`src/rtl/a4_stream_fifo.sv`:
```
// Level-4 approximation sample buffer: captures a4_0 every din_valid cycle and
// presents it on a valid/ready stream with a frame marker; overflow drops are counted.
module a4_stream_fifo #(
  parameter int DEPTH     = 16,
  parameter int FRAME_LEN = 256,
  parameter int DROP_W    = 16
) (
  input  logic                      clk_78_125,
  input  logic                      rst,
  input  logic                      din_valid,
  input  logic [31:0]               a4_0,
  output logic                      m_valid,
  input  logic                      m_ready,
  output logic [31:0]               m_data,
  output logic                      m_last,
  output logic [$clog2(DEPTH):0]    fifo_count,
  output logic                      overflow,
  output logic [DROP_W-1:0]         drop_cnt,
  input  logic                      ovf_clr
);

  localparam int CW    = $clog2(DEPTH) + 1;
  localparam int AW    = $clog2(DEPTH);
  localparam int RAM_D = DEPTH - 1;
  localparam int FW    = $clog2(FRAME_LEN);

  localparam logic [CW-1:0] FULL_CNT  = CW'(DEPTH);
  localparam logic [AW-1:0] PTR_LAST  = AW'(RAM_D - 1);
  localparam logic [FW-1:0] FRAME_END = FW'(FRAME_LEN - 1);

  logic [32:0]   ram [RAM_D];
  logic [AW-1:0] rd_ptr;
  logic [AW-1:0] wr_ptr;
  logic [FW-1:0] frame_cnt;

  logic pop;
  logic accept;
  logic drop;
  logic load;
  logic ram_empty;
  logic tag_last;
  logic ram_rd;
  logic ram_wr;

  always_comb begin
    pop       = m_valid && m_ready;
    accept    = din_valid && ((fifo_count < FULL_CNT) || pop);
    drop      = din_valid && !accept;
    load      = !m_valid || pop;
    ram_empty = (fifo_count == CW'(m_valid));
    tag_last  = (frame_cnt == FRAME_END);
    ram_rd    = load && !ram_empty;
    // an accepted sample skips the RAM only when it goes straight to the output register
    ram_wr    = accept && !(load && ram_empty);
  end

  always_ff @(posedge clk_78_125) begin
    if (ram_wr) ram[wr_ptr] <= {tag_last, a4_0};
  end

  always_ff @(posedge clk_78_125 or posedge rst) begin
    if (rst) begin
      rd_ptr     <= '0;
      wr_ptr     <= '0;
      frame_cnt  <= '0;
      m_valid    <= 1'b0;
      m_data     <= '0;
      m_last     <= 1'b0;
      fifo_count <= '0;
      overflow   <= 1'b0;
      drop_cnt   <= '0;
    end else begin
      if (accept) frame_cnt <= tag_last ? '0 : frame_cnt + 1'b1;
      if (ram_wr) wr_ptr <= (wr_ptr == PTR_LAST) ? '0 : wr_ptr + 1'b1;
      if (ram_rd) rd_ptr <= (rd_ptr == PTR_LAST) ? '0 : rd_ptr + 1'b1;

      if (load) begin
        if (ram_rd)      {m_last, m_data} <= ram[rd_ptr];
        else if (accept) {m_last, m_data} <= {tag_last, a4_0};
        m_valid <= ram_rd || accept;
      end

      case ({accept, pop})
        2'b10:   fifo_count <= fifo_count + 1'b1;
        2'b01:   fifo_count <= fifo_count - 1'b1;
        default: fifo_count <= fifo_count;
      endcase

      // a drop in the same cycle as a clear restarts the count at one
      if (drop) begin
        overflow <= 1'b1;
        if (ovf_clr)              drop_cnt <= DROP_W'(1);
        else if (drop_cnt != '1)  drop_cnt <= drop_cnt + 1'b1;
      end else if (ovf_clr) begin
        overflow <= 1'b0;
        drop_cnt <= '0;
      end
    end
  end

endmodule
```
`config.mk`:
```
export PLATFORM = sky130hd
export DESIGN_NAME = a4_stream_fifo
export DESIGN_NICKNAME = d
export VERILOG_FILES = /design/src/rtl/a4_stream_fifo.sv
export SDC_FILE = /design/constraint.sdc
export NUM_CORES = 1
export LEC_CHECK = 0
export ABC_CLOCK_PERIOD_IN_PS = 7700
export CORE_UTILIZATION = 45
export CTS_CLUSTER_DIAMETER = 100
export DETAILED_ROUTE_END_ITERATION = 10
export HOLD_SLACK_MARGIN = 0.05
export SETUP_SLACK_MARGIN = 0.5
export SYNTH_ARGS = -nofsm -noshare
export SYNTH_HDL_FRONTEND = slang
export SYNTH_SLANG_ARGS = --single-unit
```
`constraint.sdc`:
```
create_clock -name clk_78_125 -period 7.7 [get_ports clk_78_125]
set_clock_uncertainty 0.15 [all_clocks]
set_input_delay 1.54 -clock clk_78_125 [delete_from_list [all_inputs] [get_ports clk_78_125]]
set_output_delay 1.54 -clock clk_78_125 [all_outputs]
set_load 0.1 [all_outputs]
```
After elaboration in Yosys (flattened, before gate mapping)
Memories as Yosys holds them, arrays and structs flattened.
Index checks and enable logic that the tools add are counted.
{ "word_totals": {"register_bits": 72, "mem_bits_rw": 495, "out_inout_bits": 56, "elab_cells": 59, "n_memories": 1} }
{ "classes": {"addsub": 6, "order_cmp": 1, "n_eq_ne": 7, "mux": 16, "n_reduce_logical": 19} }
{ "memory_table": {"columns": ["memory", "depth", "width", "read_ports", "rd_ports_with_merged_regs", "write_ports", "line_no", "text"], "rows": [
  ["ram", 15, 33, 1, 0, 1, "31", "logic [32:0] ram [RAM_D];"]
]} }
{ "op_table": {"columns": ["operator", "n"], "rows": [
  ["16-bit 2-to-1 mux", 4],
  ["32-bit 2-to-1 mux", 2],
  ["16-bit by 1-bit adder with 16-bit output (second input constant)", 1],
  ["16-bit != test (second input constant)", 1],
  ["5-bit one-hot mux with 2 select lines", 1],
  ["4-bit by 1-bit adder with 4-bit output (second input constant)", 2],
  ["8-bit by 1-bit adder with 8-bit output (second input constant)", 1],
  ["4-bit == test (second input constant)", 2],
  ["8-bit == test (second input constant)", 1],
  ["4-bit 2-to-1 mux", 2],
  ["8-bit 2-to-1 mux", 1],
  ["2-bit nonzero test", 4],
  ["1-bit logical AND", 6],
  ["1-bit 2-to-1 mux", 6],
  ["5-bit by 1-bit adder with 5-bit output (second input constant)", 1],
  ["5-bit by 1-bit == test with 1-bit output", 1],
  ["5-bit < comparator (second input constant)", 1],
  ["5-bit by 1-bit subtractor with 5-bit output (second input constant)", 1],
  ["1-bit logical NOT", 4],
  ["2-bit AND reduction", 2],
  ["1-bit logical OR", 3],
  ["2-bit by 1-bit == test with 1-bit output (second input constant)", 1],
  ["2-bit == test (second input constant)", 1]
]} }

Longest topological paths before layout
Gate-level depths: netlist of run 1.
{ "depth": {"ltp_word": 7, "mapped_depth": 13, "depth_no_buf": 11} }

Least setup slack after synthesis of run 1
Ideal clock, no wire load.
{ "synth_path": {"kind": "in2reg", "startpoint": "input port m_ready", "endpoint": "memory ram[0][0] (enable)", "setup_ns": 0.464, "arrival_time_ns": 4.907, "required_time_ns": 7.086, "path_slack_ns": 2.179, "path_stages": 7, "n_path_buf": 1, "cell_sequence": "a21boi_1 -> nor2_2 -> inv_2 -> buf_2 -> a21o_1 -> or3_1 -> nor3_1"} }
{ "synth_via": {"elab_chain_cells": 7, "elab_cells_between_ends": 9} }
{ "synth_rtl": {"columns": ["item", "line_no", "text"], "rows": [
  ["start, declared", "13", "input logic m_ready,"],
  ["1-bit logical AND (*)", "46", "pop = m_valid && m_ready;"],
  ["1-bit logical OR", "49", "load = !m_valid || pop;"],
  ["1-bit logical AND", "54", "ram_wr = accept && !(load && ram_empty);"],
  ["1-bit logical NOT", "54", null],
  ["1-bit logical AND (*)", "54", null],
  ["1-bit 2-to-1 mux (*)", "58", "if (ram_wr) ram[wr_ptr] <= {tag_last, a4_0};"],
  ["1-bit 2-to-1 mux (not written as such) (*)", "58", null],
  ["end, declared", "31", null]
]} }
Mark *: on every way between the ends. The rest lies on a longest branch, timed or not.

Worst setup path after layout of run 1
{ "layout_path": {"startpoint": "input port m_ready", "endpoint": "memory ram[0][18] (enable)"} }
The elaborated chain is that of the path after synthesis.

==> impl_metrics.json, run 1 <==
{
  "yosysTopAreaCell": "edfxtp_1",
  "drt-initial-drc-count": 1065,
  "hold_buffers": 0,
  "synth_top_area_frac": 0.6598,
  "placed_cell_area_sq_um": 24260,
  "antenna_found_initial": 2,
  "cts.clk_slew.worst_paths_ns": 0.06,
  "status": "complete, no violations",
  "post-route-period-util": 0.6403,
  "num_rows": 81,
  "slew_headroom": 0.2038,
  "power.density_nw_per_um2": 386.6,
  "critPathRequiredTime_ns": 7.85,
  "synth_commonest_cells": "495 x edfxtp_1, 80 x nand2_1, 72 x dfrtp_1",
  "synth_nets": 1320,
  "hpwl_mm": 28.16,
  "portBuffers": 92,
  "grt_max_degree": 121,
  "drive_gt1_frac": 0.1901,
  "cp-startpoint": "m_ready",
  "yosys_warnings": 0,
  "routed_wl_mm": 50.38,
  "cts_buffers": 59,
  "synth_cell_types": 58,
  "root_buffer": "clkbuf_16",
  "avgSynthCellArea_sq_um": 17.64,
  "fmax_mhz": 202.8,
  "setup_tns_ns": 0,
  "cts_buffer_depth": 3,
  "rrSetupSlack_ns": 3.72,
  "grt_pass1_wl_mm": 75.82,
  "worst_ep_arrival_time_ns": 5.08,
  "drc_errors": 0,
  "ys_top_cells_by_area": "edfxtp_1 66%, dfrtp_1 8.0%, mux4_2 6.9%",
  "synth_enable_flop_cells": 495,
  "hold_viol": 0,
  "timing.final.max_slew_violations": 0,
  "nets": 1424,
  "die_h_um": 225.8,
  "initial_core_util": 0.4583,
  "yosysMostFrequentCell": "edfxtp_1",
  "hold_path_class": "reg -> reg",
  "cts_setup_buffers": 0,
  "clock_sinks": 567,
  "crit_fanout": 23,
  "synthCells": 1277,
  "core-area_sq_um": 49150,
  "die-area_sq_um": 50960,
  "critPathKind": "in -> reg",
  "ant_nets": 0,
  "grt_pass1_vias": 12016,
  "die-width_um": 225.8,
  "r2r_start": "m_valid",
  "gp_congestion": 0.7884,
  "area_growth_pct": 16.73,
  "diodes": 0,
  "vias": 11997,
  "vdd_drop_max_mv": 0.2001,
  "htreeDepth": 2,
  "clk_latency_ns": 0.61,
  "cts.repair.resized": 0,
  "synthFlopType": "edfxtp_1",
  "cp-end-kind": "flip-flop",
  "cts_tree": "yes",
  "ys_seq_area_frac": 0.7398,
  "maxCapViolCount": 0,
  "post_drt_via_cell_ratio": 5.726,
  "min-delay-start": "frame_cnt[6]",
  "synthArstFlopShare": 0.1270,
  "critPathLaunchType": "input pin",
  "pin_count": 93,
  "overflow": 0,
  "layout_min_cycle_time_ns": 4.930,
  "stdcell_area_sq_um": 26300,
  "ys_ff_latch": 567,
  "grtUsageTotal": 0.2019,
  "rsz0062_at_grt": "no",
  "drt-pass1-iter-count": 6,
  "syn_area_sq_um": 22530,
  "p_leak_nw": 8.703,
  "setup_viol": 0,
  "worstMarginPinSlew_ns": 1.188,
  "avgRoutedWirePerCell_um": 24.05
}
-- flip-flops by register name, summed over array words and instances (netlist names) --
| register | cells |
|---|---|
| rd_ptr | 4 |
| m_last | 1 |
| m_valid | 1 |
| frame_cnt | 8 |
| wr_ptr | 4 |
| m_data | 32 |
| fifo_count | 5 |
| overflow | 1 |
| drop_cnt | 16 |
| ram | 495 |
-- layout make-up --
cell class / count / area, sq um
multi-input cells: 629 / 5585
inverters: 6 / 23.77
well taps: 664 / 830.8
repair buffers: 118 / 1141
clock buffers: 84 / 1652
flip-flops and latches: 567 / 16680
clock inverters: 27 / 389.1
fillers: 3919 / 22860
-- per-layer routing --
layer,vias up,global-route usage,part of all wire
met5,-,0,0.00026
met4,2,0.05552,0.022
met3,79,0.03799,0.060
met2,370,0.3174,0.47
met1,6209,0.2887,0.45
li1,5337,-,-
-- worst max-delay path: stages --
cell             delay (ns)
clkdlybuf4s50_1        0.57
a21boi_1               0.15
nor2_2                 0.55
inv_2                  0.25
a21o_1                 0.26
or3_1                  0.48
nor3_2                 0.94
buf_12                 0.31
-- worst paths after layout --
path	cells past startpoint	endpoint
min reg2reg	1	frame_cnt[6]
min in group asynchronous	2	m_data[2]
max reg2reg	7	ram[0][18]
max	8	ram[0][18]
min	1	frame_cnt[6]
max in group asynchronous	3	rd_ptr[0]
-- report_power, final --
part / internal, mW / switching, mW / total [mW] / leakage (nW)
Combinational: 1.12 / 2.01 / 3.13 / 2.37
Clock: 1.79 / 1.17 / 2.96 / 0.985
Sequential: 3.70 / 0.363 / 4.07 / 5.35
-- through the flow --
step	total power, mW	std cells	setup slack (ns)	hold slack [ns]	utilization
global route	10.58	2095	2.633	0.3535	0.5350
floorplan	6.371	1277	2.179	0.2918	-
detailed placement	7.291	1984	2.129	0.3192	0.4935
global placement	7.259	1984	2.268	0.3152	0.4935
CTS	10.25	2095	2.786	0.3275	0.5350
finish	10.17	2095	2.770	0.3276	0.5350
-- cells by family (layout without fill, tap and decap cells) --
logic type / after synthesis / count (layout) / synth area share
and+or+nand+nor: 184 / 184 / 0.03754
xor gates and xnor gates: 21 / 21 / 0.008164
adders and majority gates: 6 / 6 / 0.003332
buffers and inverters: 81 / 235 / 0.01738
AOI/OAI and AO/OA: 228 / 228 / 0.06803
muxes: 190 / 190 / 0.1258
DFF: 567 / 567 / 0.7398
-- cell usage in the layout (no fill, tap or decap), types with 18 or more instances in the layout --
| cell | instances |
|---|---|
| edfxtp_1 | 495 |
| clkdlybuf4s50_1 | 92 |
| nand2_1 | 80 |
| mux4_2 | 69 |
| dfrtp_1 | 68 |
| mux2i_1 | 66 |
| clkbuf_16 | 60 |
| o21ai_0 | 58 |
| mux2_2 | 54 |
| o21ai_1 | 36 |
| o22ai_1 | 30 |
| buf_4 | 24 |
| a22o_1 | 22 |
| nor2_1 | 21 |
| clkbuf_1 | 18 |
(Power assumes the default switching activity.)
==> run 2: changes to the inputs <==
--- a/config.mk
+++ b/config.mk
@@ -5,7 +5,7 @@
 export SDC_FILE = /design/constraint.sdc
 export NUM_CORES = 1
 export LEC_CHECK = 0
-export ABC_CLOCK_PERIOD_IN_PS = 7700
+export ABC_CLOCK_PERIOD_IN_PS = 4700
 export CORE_UTILIZATION = 45
 export CTS_CLUSTER_DIAMETER = 100
 export DETAILED_ROUTE_END_ITERATION = 10
==> constraint.sdc (replaced) <==
create_clock -name clk_78_125 -period 4.7 [get_ports clk_78_125]
set_clock_uncertainty 0.15 [all_clocks]
set_input_delay 0.94 -clock clk_78_125 [delete_from_list [all_inputs] [get_ports clk_78_125]]
set_output_delay 0.94 -clock clk_78_125 [all_outputs]
set_load 0.1 [all_outputs]
==> impl_metrics.json, run 2 (synthesis gave the netlist of run 1 again) <==
{
  "hpwl_mm": 31.71,
  "power.density_nw_per_um2": 624.2,
  "cts.repair.resized": 0,
  "setup_viol": 0,
  "grt_util_met2": 0.3287,
  "post_drt_via_cell_ratio": 5.739,
  "critPathKind": "in -> reg",
  "die-area_sq_um": 50960,
  "pwr-share-seq": 0.404,
  "cp-endpoint": "ram[14][29]",
  "routed_wl_mm": 51.60,
  "worst_ep_arrival_time_ns": 3.60,
  "hold_buffers": 0,
  "hold_path_class": "reg -> reg",
  "ant_nets": 0,
  "drive_gt1_frac": 0.1936,
  "crit_fanout": 18,
  "initial_core_util": 0.4583,
  "worstMarginPinSlew_ns": 1.052,
  "drc_errors": 0,
  "diodes": 0,
  "slew_headroom": 0.2987,
  "setup_tns_ns": 0,
  "largest-register": "ram",
  "max_stage_delay_ns": 0.61,
  "gp_congestion": 0.7676,
  "post-route-period-util": 0.7306,
  "top_regs": "ram: 495 flops, m_data: 32 flops, drop_cnt: 16 flops",
  "overflow": 0,
  "clockPowerShare": 0.277,
  "vdd_drop_max_mv": 0.3491,
  "combPwrFrac": 0.319,
  "met1_usage": 0.2947,
  "die-width_um": 225.8,
  "cts_setup_buffers": 0,
  "top_usage_layer": "met2",
  "cp_cell_sequence": "clkdlybuf4s50_1 > nand2b_1 > a311oi_2 > nand3_1 > nor2_4 > buf_12",
  "largest_reg_flops": 495,
  "use_met3": 0.03487,
  "rsz0062_at_grt": "no",
  "netSwitchingFraction": 0.3532,
  "layout_min_cycle_time_ns": 3.434,
  "p_leak_nw": 8.736,
  "clk_latency_ns": 0.61,
  "power.switching_mw": 5.814,
  "crit_cells": 6,
  "grt_pass1_vias": 12303,
  "critPathLaunchType": "input pin",
  "cts_buffers": 57,
  "grt_pass1_wl_mm": 77.80,
  "area_growth_pct": 17.05,
  "avgRoutedWirePerCell_um": 24.51,
  "worst-path-buf-inv": 2,
  "layout_commonest_cell": "edfxtp_1",
  "cts_tree": "yes",
  "drt-initial-drc-count": 1017,
  "nets": 1437,
  "portBuffers": 92,
  "antenna_found_initial": 1,
  "layout_common_cells": "495 x edfxtp_1, 92 x clkdlybuf4s50_1, 80 x nand2_1",
  "pin_count": 93,
  "vias": 12080,
  "fillers": 3877,
  "p_int_mw": 10.65,
  "cts_buffer_depth": 3,
  "critPathTopFamily": "simple AND/OR/NAND/NOR gates",
  "status": "complete, no violations",
  "die_h_um": 225.8,
  "rrSetupSlack_ns": 1.49,
  "cts.clk_slew.worst_paths_ns": 0.06,
  "clock_sinks": 567,
  "critPathSlowestCell": "a311oi_2",
  "cp-end-kind": "flip-flop",
  "hold_viol": 0,
  "root_buffer": "clkbuf_16",
  "drt-pass1-iter-count": 7,
  "grtUsageTotal": 0.2076,
  "grt_max_degree": 52,
  "num_rows": 81,
  "fmax_mhz": 291.2,
  "reg2reg_depth": 6,
  "place_inst": 1999,
  "rr_endpoint": "ram[3][9]",
  "timing.final.max_slew_violations": 0,
  "critPathRequiredTime_ns": 4.86,
  "cp-startpoint": "m_ready",
  "htreeDepth": 2,
  "stdcell_count": 2105,
  "r2r_start": "fifo_count[2]",
  "maxCapViolCount": 0,
  "core-area_sq_um": 49150
}
run 2: changes by cell type in the layout (fill, tap and decap cells not counted), moves of 2 or more:
cell,change
buf_4,+8
clkinv_1,+3
nor3_4,+4
clkbuf_16,-2
clkinv_4,-3
nor3_2,-4
bufinv_16,-3
buf_12,+7
run 2: through the flow:
step           hold WS (ns)    util  setup WS, ns  area (sq um)  power, mW
4_1_cts              0.3334  0.5365         1.224         26370      16.63
3_5_place_dp         0.3202  0.4981        0.6647         24480      12.06
6_report             0.3272  0.5365         1.266         26370      16.46
2_1_floorplan        0.2918       -        0.4376         22550      10.44
3_3_place_gp         0.3171  0.4981        0.7486         24480      12.02
5_1_grt              0.3562  0.5365         1.151         26370      17.11
run 2: area by class of cell:
| cell class | instances | area [sq um] | share of cell area |
|---|---|---|---|
| clock buffers | 83 | 1615 | 0.06125 |
| clock inverters | 23 | 272.8 | 0.01034 |
| inverters | 6 | 23.77 | 0.0009015 |
| multi-input cells | 629 | 5610 | 0.2128 |
| flip-flops and latches | 567 | 16680 | 0.6324 |
| well taps | 664 | 830.8 | 0.03151 |
| repair buffers | 133 | 1341 | 0.05086 |
run 2: worst register-to-register path: cells and delay by family, from the launching register on:
| kind | cells | cell delay [ns] |
|---|---|---|
| flip-flops | 1 | 0.48 |
| AO/OA/AOI/OAI | 1 | 0.31 |
| buffers and inverters | 1 | 0.33 |
| AND/OR/NAND/NOR | 4 | 1.59 |
run 2: power by group through the flow:
stage	Clock (mW)	Sequential [mW]	Combinational [mW]
after detailed placement	0	6.76	5.30
after CTS	4.65	6.66	5.31
after floorplan	0	7.61	2.83
after global routing	4.81	6.73	5.57
final	4.56	6.65	5.26
after global placement	0	6.75	5.27
run 2: worst min path at each step:
stage                       from      endpoint  slack (ns)  depth (start not counted)
global route        frame_cnt[6]  frame_cnt[6]        0.36                          1
finish              frame_cnt[6]  frame_cnt[6]        0.33                          1
CTS                 frame_cnt[6]  frame_cnt[6]        0.33                          1
floorplan           frame_cnt[6]  frame_cnt[6]        0.29                          1
global placement      m_data[10]    m_data[10]        0.32                          2
detailed placement  frame_cnt[6]  frame_cnt[6]        0.32                          1
run 2: layer usage:
metal  share of wire  vias up
li1                -     5360
met1            0.44     6285
met2            0.48      356
met3           0.058       79
met4           0.025        0
met5               0        -
